[config.mk]
export PLATFORM = sky130hd
export DESIGN_NAME = calc1_port_driver
export DESIGN_NICKNAME = d
export VERILOG_FILES = /design/src/rtl/calc1_port_driver.sv
export SDC_FILE = /design/constraint.sdc
export NUM_CORES = 1
export LEC_CHECK = 0
export ABC_AREA = 1
export BUFFER_PORTS_ARGS = -buffer_cell sky130_fd_sc_hd__buf_2
export CORE_ASPECT_RATIO = 2
export CORE_UTILIZATION = 25
export DETAILED_ROUTE_END_ITERATION = 6
export PLACE_DENSITY = 0.47
export SYNTH_ARGS = -nofsm -noshare
export SYNTH_HDL_FRONTEND = slang
export SYNTH_SLANG_ARGS = --single-unit
[constraint.sdc]
create_clock -name c_clk -period 3.05 [get_ports c_clk]
set_clock_uncertainty 0.2 [all_clocks]
set_input_delay 0.915 -clock c_clk [delete_from_list [all_inputs] [get_ports c_clk]]
set_output_delay 0.915 -clock c_clk [all_outputs]
set_load 0.02 [all_outputs]
[src/rtl/calc1_port_driver.sv]
// Request-side driver for one calc1 requester port: accepts a full operation, drives the
// cmd/operand cycles, waits for the response or a timeout and hands back the result.
// Optional in-line expected-result checker: define CALC1_DRV_CHECK_EN.

module calc1_port_driver #(
   parameter int unsigned TIMEOUT_CYCLES = 64,
   parameter int unsigned CNT_W          = 8
) (
   input  logic        c_clk,
   input  logic        reset,
   input  logic        op_valid,
   output logic        op_ready,
   input  logic [0:3]  op_cmd,
   input  logic [0:31] op_data1,
   input  logic [0:31] op_data2,
   output logic [0:3]  port_cmd_out,
   output logic [0:31] port_data_out,
   input  logic [0:1]  port_resp_in,
   input  logic [0:31] port_data_in,
   output logic        res_valid,
   input  logic        res_ready,
   output logic [0:1]  res_resp,
   output logic [0:31] res_data,
   output logic        res_timeout,
   output logic        res_mismatch,
   output logic        proto_err
);

   typedef enum logic [2:0] {
      ST_IDLE = 3'd0,
      ST_CMD  = 3'd1,
      ST_OPND = 3'd2,
      ST_WAIT = 3'd3,
      ST_HOLD = 3'd4
   } state_t;

   localparam logic [CNT_W-1:0] CNT_LAST = CNT_W'(TIMEOUT_CYCLES - 1);
   localparam logic [CNT_W-1:0] CNT_ONE  = {{(CNT_W-1){1'b0}}, 1'b1};

   state_t            state_r;
   state_t            state_s;
   logic [0:31]       op2_r;
   logic [0:31]       op2_s;
   logic [CNT_W-1:0]  cnt_r;
   logic [CNT_W-1:0]  cnt_s;
   logic [0:3]        port_cmd_s;
   logic [0:31]       port_data_s;
   logic              res_valid_s;
   logic [0:1]        res_resp_s;
   logic [0:31]       res_data_s;
   logic              res_timeout_s;
   logic              proto_err_s;

   // Ready is gated by reset so nothing is offered while the block is held in reset.
   assign op_ready = (state_r == ST_IDLE) && reset;

   // Next-state and next-output decode.
   always_comb begin
      state_s       = state_r;
      op2_s         = op2_r;
      cnt_s         = cnt_r;
      port_cmd_s    = 4'd0;
      port_data_s   = 32'd0;
      res_valid_s   = res_valid;
      res_resp_s    = res_resp;
      res_data_s    = res_data;
      res_timeout_s = res_timeout;

      if ((state_r != ST_WAIT) && (port_resp_in != 2'd0)) begin
         proto_err_s = 1'b1;
      end else begin
         proto_err_s = proto_err;
      end

      case (state_r)
         ST_IDLE: begin
            if (op_valid && op_ready) begin
               op2_s = op_data2;
               if (op_cmd == 4'd0) begin
                  state_s       = ST_HOLD;
                  res_valid_s   = 1'b1;
                  res_resp_s    = 2'd0;
                  res_data_s    = 32'd0;
                  res_timeout_s = 1'b0;
               end else begin
                  state_s     = ST_CMD;
                  port_cmd_s  = op_cmd;
                  port_data_s = op_data1;
               end
            end else begin
               state_s = ST_IDLE;
            end
         end
         ST_CMD: begin
            state_s     = ST_OPND;
            port_data_s = op2_r;
         end
         ST_OPND: begin
            state_s = ST_WAIT;
         end
         ST_WAIT: begin
            cnt_s = cnt_r + CNT_ONE;
            // A response in the final cycle still beats the timeout.
            if (port_resp_in != 2'd0) begin
               state_s       = ST_HOLD;
               res_valid_s   = 1'b1;
               res_resp_s    = port_resp_in;
               res_data_s    = port_data_in;
               res_timeout_s = 1'b0;
            end else if (cnt_r == CNT_LAST) begin
               state_s       = ST_HOLD;
               res_valid_s   = 1'b1;
               res_resp_s    = 2'd0;
               res_data_s    = 32'd0;
               res_timeout_s = 1'b1;
            end else begin
               state_s = ST_WAIT;
            end
         end
         ST_HOLD: begin
            if (res_ready) begin
               state_s     = ST_IDLE;
               res_valid_s = 1'b0;
               cnt_s       = {CNT_W{1'b0}};
            end else begin
               state_s = ST_HOLD;
            end
         end
         default: begin
            state_s = ST_IDLE;
         end
      endcase
   end

   // State and registered outputs.
   always_ff @(posedge c_clk or negedge reset) begin
      if (!reset) begin
         state_r       <= ST_IDLE;
         op2_r         <= 32'd0;
         cnt_r         <= {CNT_W{1'b0}};
         port_cmd_out  <= 4'd0;
         port_data_out <= 32'd0;
         res_valid     <= 1'b0;
         res_resp      <= 2'd0;
         res_data      <= 32'd0;
         res_timeout   <= 1'b0;
         proto_err     <= 1'b0;
      end else begin
         state_r       <= state_s;
         op2_r         <= op2_s;
         cnt_r         <= cnt_s;
         port_cmd_out  <= port_cmd_s;
         port_data_out <= port_data_s;
         res_valid     <= res_valid_s;
         res_resp      <= res_resp_s;
         res_data      <= res_data_s;
         res_timeout   <= res_timeout_s;
         proto_err     <= proto_err_s;
      end
   end

`ifdef CALC1_DRV_CHECK_EN
   logic [0:3]  cmd_r;
   logic [0:31] op1_r;

   function automatic logic check_mismatch(input logic [0:3]  cmd,
                                           input logic [0:31] a,
                                           input logic [0:31] b,
                                           input logic [0:1]  resp,
                                           input logic [0:31] data);
      logic [32:0] sum;
      logic [0:1]  exp_resp;
      logic [0:31] exp_data;
      sum      = {1'b0, a} + {1'b0, b};
      exp_resp = 2'd2;
      exp_data = 32'd0;
      case (cmd)
         4'd1: begin
            if (sum[32]) begin
               exp_resp = 2'd2;
            end else begin
               exp_resp = 2'd1;
               exp_data = sum[31:0];
            end
         end
         4'd2: begin
            if (b > a) begin
               exp_resp = 2'd2;
            end else begin
               exp_resp = 2'd1;
               exp_data = a - b;
            end
         end
         4'd5: begin
            exp_resp = 2'd1;
            exp_data = a << b[27:31];
         end
         4'd6: begin
            exp_resp = 2'd1;
            exp_data = a >> b[27:31];
         end
         default: begin
            exp_resp = 2'd2;
            exp_data = 32'd0;
         end
      endcase
      return (resp != exp_resp) || ((resp == 2'd1) && (data != exp_data));
   endfunction

   // Operands kept for the checker once the port has moved on.
   always_ff @(posedge c_clk or negedge reset) begin
      if (!reset) begin
         cmd_r <= 4'd0;
         op1_r <= 32'd0;
      end else if ((state_r == ST_IDLE) && op_valid && op_ready) begin
         cmd_r <= op_cmd;
         op1_r <= op_data1;
      end else begin
         cmd_r <= cmd_r;
         op1_r <= op1_r;
      end
   end

   // Checker verdict, cleared for timeouts and cmd 0 results.
   always_ff @(posedge c_clk or negedge reset) begin
      if (!reset) begin
         res_mismatch <= 1'b0;
      end else if ((state_r == ST_WAIT) && (port_resp_in != 2'd0)) begin
         res_mismatch <= check_mismatch(cmd_r, op1_r, op2_r, port_resp_in, port_data_in);
      end else if ((state_s == ST_HOLD) && (state_r != ST_HOLD)) begin
         res_mismatch <= 1'b0;
      end else begin
         res_mismatch <= res_mismatch;
      end
   end
`else
   assign res_mismatch = 1'b0;
`endif

endmodule

## Yosys cells after proc, flatten, opt, wreduce, memory -nomap -nowiden

Index checks and enable logic that the tools add are counted.

- Input bits: 106
- Flip-flop bits (word level): 116
- Word-level logic and storage cells: 68
- Output and inout bits: 75

- Multiplexer cells: 34
- Reductions and logical operators: 13
- Equality and inequality tests: 10
- Add/sub/neg operators: 1

Operators by type and width:

| kind | count |
|---|---|
| 32-bit 2-to-1 mux | 6 |
| 32-bit one-hot mux with 2 select lines | 2 |
| 8-bit one-hot mux with 2 select lines | 1 |
| 3-bit 2-to-1 mux | 5 |
| 3-bit one-hot mux with 5 select lines | 1 |
| 4-bit 2-to-1 mux | 3 |
| 8-bit by 1-bit adder with 8-bit output, second input constant | 1 |
| 8-bit by 6-bit equality test with 1-bit output, second input constant | 1 |
| 1-bit 2-to-1 mux | 8 |
| 2-bit 2-to-1 mux | 4 |
| 8-bit 2-to-1 mux | 1 |
| 3-bit by 2-bit equality test with 1-bit output, second input constant | 2 |
| 2-bit nonzero test | 3 |
| 5-bit AND reduction | 1 |
| 4-bit logical NOT | 1 |
| 2-bit by 1-bit != test with 1-bit output, second input constant | 2 |
| 2-bit one-hot mux with 2 select lines | 1 |
| 2-bit AND reduction | 2 |
| 4-bit AND reduction | 1 |
| 3-bit by 1-bit equality test with 1-bit output, second input constant | 1 |
| 3-bit equality test, second input constant | 1 |
| 1-bit logical AND | 3 |
| 3-bit logical NOT | 1 |
| 3-bit by 2-bit != test with 1-bit output, second input constant | 1 |
| other kinds (5) | 5 |

## Longest topological paths before layout

- Depth in word-level cells: 5
- Depth in mapped cells: 11
- Mapped depth without buffers: 10

## Least setup slack after synthesis

OpenSTA, ideal clock, no wires.

- Kind: input to output
- Start: in reset
- End: out op_ready
- Path slack: 0.777 ns
- Required time: 1.935 ns
- Data arrival time: 1.158 ns
- Stages on the path: 2
- Path buffers: 0
- Path through: inv_1 nor2_4

- Word-level cells in the longest chain between the ends: 1

Ends and longest elaborated chain:

| item | line | source |
|---|---|---|
| start: declaration | 10 | `input logic reset,` |
| 1-bit logical AND | 55 | `assign op_ready = (state_r == ST_IDLE) && reset;` |
| end: declaration | 12 | `output logic op_ready,` |

No other way between the ends.

## Final worst setup path

- Start: reg state_r[1]
- End: out op_ready

- Word-level cells in the longest chain between the ends: 2

Ends and longest elaborated chain:

| item | line | source |
|---|---|---|
| start: declaration | 40 | `state_t state_r;` |
| start signal: assignment | 149 | `state_r <= state_s;` |
| 3-bit logical NOT | 55 |  |
| 1-bit logical AND | 55 |  |

No other way between the ends.

==> summary.md <==
| Metric | Value |
|---|---|
| Pwr Density | `1010 mW/mm^2` |
| Register Area | `0.00290 mm^2` |
| First-pass DRT Iterations | `6` |
| Setup crit end kind | `primary output` |
| Rel. slew slack | `0.555` |
| Crit path time final | `2.57 ns` |
| Die Height | `199 um` |
| Ys Warns | `0` |
| Via density | `4.21` |
| Status | `complete, no violations` |
| Largest net degree at the start of global routing | `117` |
| CTS tree | `yes` |
| DRT Wirelength | `13.2 mm` |
| Required @ worst endpoint | `1.93 ns` |
| Port buffer count | `179` |
| Most frequent cell after synthesis | `nand2_1` |
| Crit share post-route | `0.844` |
| Die W | `100 um` |
| Final Hold Vio Count | `0` |
| WS Path Type | `flop to primary output` |
| Post-DP Area | `0.00596 mm^2` |
| Core Box Area | `0.0189 mm^2` |
| Utilization after layout | `0.349` |
| Count of cell types in the netlist | `27` |
| Number of fill cells | `1952` |
| Final ANT Viol Nets | `0` |
| Vias in the first global route | `4129` |
| Hold_buf cts | `0` |
| Worst-Skew Late Latency | `0.41 ns` |
| CTS Buffer Depth | `2` |
| Ys async rst share | `1.00` |
| Global Route Usage Sum | `0.138` |
| Post-CTS Resized | `0` |
| Root Buffer | `clkbuf_16` |
| DRC Markers | `0` |
| Clock Sinks | `116` |
| Synthesized cell area | `0.00484 mm^2` |
| CP Max Fanout | `4` |
| Sequential element share of the synthesized area | `0.600` |
| Tightest Hold Check Type | `flop to flop` |
| Net Count, Synth | `615` |
| Area of the multi-input gates | `0.00154 mm^2` |
| Net Sw Power | `2.43 mW` |
| Area growth syn-to-layout | `36.3%` |
| Gp weighted congestion | `0.753` |
| Postcts setup bufs | `0` |
| Clk slew on worst S/H paths | `0.06 ns` |
| Final Instance Area | `0.00660 mm^2` |
| Clk pwr share | `0.322` |
| Pre-CTS WS | `0.510 ns` |
| Final hold slack | `0.261 ns` |
| Commonest cells post-synth | `nand2_1, dfrtp_1, inv_1, nand3_1, o21ai_0` |
| Switching share of power | `0.365` |
| Die Area | `0.0199 mm^2` |
| First-pass GRT wire length | `20.7 mm` |
| Num CTS Buffers | `17` |
| Pwr Total | `6.65 mW` |
| Number of enable flip-flop cells after synthesis | `0` |
| CP Data Arrival Time | `1.46 ns` |
| Cell taking the most area after synthesis | `dfrtp_1` |
| Initial Utilization | `0.256` |
| Routed vias | `4034` |
| Max frequency | `0.389 GHz` |
| Final std cells w/o fill | `958` |
| Register bit count reported by yosys | `116` |
| Avg Cell Area, Syn | `9.52 um^2` |
| Post-Synthesis Cells | `508` |
| Fin Setup TNS | `0 ns` |
| Grt total ovfl | `0` |
| VDD IR max | `419 uV` |
| Top_reg_cell synth | `dfrtp_1` |
| RSZ-0062 raised after global routing | `false` |
| Max-Cap Viols | `0` |
| Synth top area share | `0.600` |
| Io pins | `181` |
| Initial antenna violation count | `0` |
| Largest cells by area after synthesis | `dfrtp_1, nand2_1, o21ai_2` |
| Fraction of layout cells with a size suffix above 1 | `0.380` |
| Drt wl/cell | `13.8 um` |
| Rows | `71` |
| Startpoint Class | `flop` |
| Final setup margin | `0.477 ns` |
| Fin. max-slew vios | `0` |
| Antenna cells | `0` |
| Pleak | `3.58 nW` |
| DR iter-0 viols | `111` |
| Setup Viol. Count Final | `0` |
| Pint | `4.22 mW` |
| Gate power share | `0.325` |
| Final nets | `797` |
| Hpwl dp | `9.43 mm` |
| Number of cells after detailed placement | `926` |
| Seq pwr share | `0.353` |
| Htree depth | `4` |
| Least-Margin Pin Slew | `0.668 ns` |
-- registers in the layout, indices dropped and copies added (netlist names) --
name,count
proto_err,1
res_timeout,1
port_cmd_out,4
res_data,32
res_resp,2
port_data_out,32
res_valid,1
state_r,3
op2_r,32
cnt_r,8
-- logic make-up after synthesis --
logic type | after synthesis | share of synthesized area
simple gates | 234 | 0.209
flops | 116 | 0.600
buf+inv | 79 | 0.0828
compound gates | 77 | 0.104
fa+ha+maj | 1 | 0.00259
other cells | 1 | 0.000775
-- cells in the final DEF, fill, tap and decap left out, types with 4 or more instances in the layout --
cell / count
nand2_1: 157
inv_1: 51
bufinv_16: 4
clkbuf_16: 17
o21ai_2: 30
a21oi_1: 5
buf_4: 5
o21ai_0: 39
dfrtp_1: 116
nand2_2: 8
buf_2: 178
nand4_1: 5
clkinv_2: 4
inv_2: 4
nand3_1: 44
nor2_1: 13
-- layout make-up --
| cell class | instances | share of cell area |
|---|---|---|
| Sequential cell | 116 | 0.440 |
| Multi-Input combinational cell | 313 | 0.233 |
| Timing Repair Buffer | 186 | 0.150 |
| Clock buffer | 19 | 0.0687 |
| Tap cell | 255 | 0.0484 |
| Inverter | 56 | 0.0326 |
| Clock inverter | 13 | 0.0273 |
-- final timing paths --
| check | start | end | slack, ns | cells past startpoint |
|---|---|---|---|---|
| max | state_r[1] | op_ready | 0.48 | 6 |
| min | res_data[17] | res_data[17] | 0.26 | 2 |
| max reg2reg | cnt_r[0] | res_data[5] | 0.96 | 10 |
| min reg2reg | res_data[17] | res_data[17] | 0.26 | 2 |
| max in group asynchronous | reset | port_data_out[3] | 1.75 | 2 |
| min in group asynchronous | reset | res_data[16] | 0.38 | 2 |
-- power groups by stage --
stage	combinational (mW)	clock (mW)	sequential, mW
4_1_cts	2.20	2.20	2.36
6_report	2.16	2.14	2.35
3_3_place_gp	2.15	0	2.37
5_1_grt	2.44	2.25	2.41
3_5_place_dp	2.20	0	2.38
2_1_floorplan	1.16	0	2.72
-- per-layer routing --
layer / up-vias / routed length (um) / global-route usage
li1: 1968 / - / -
met1: 1933 / 4940 / 0.141
met2: 119 / 7380 / 0.258
met3: 14 / 593 / 0.0358
met4: 0 / 275 / 0.0639
met5: - / 0 / 0
-- worst max-delay path, cell delays in order (launching register included) --
cell and delay, ns:
dfrtp_1 0.44, inv_2 0.09, nand2_2 0.06, nor2_4 0.10, inv_2 0.06, nor2_4 0.11
buf_2 0.18
(Power assumes the default switching activity.)
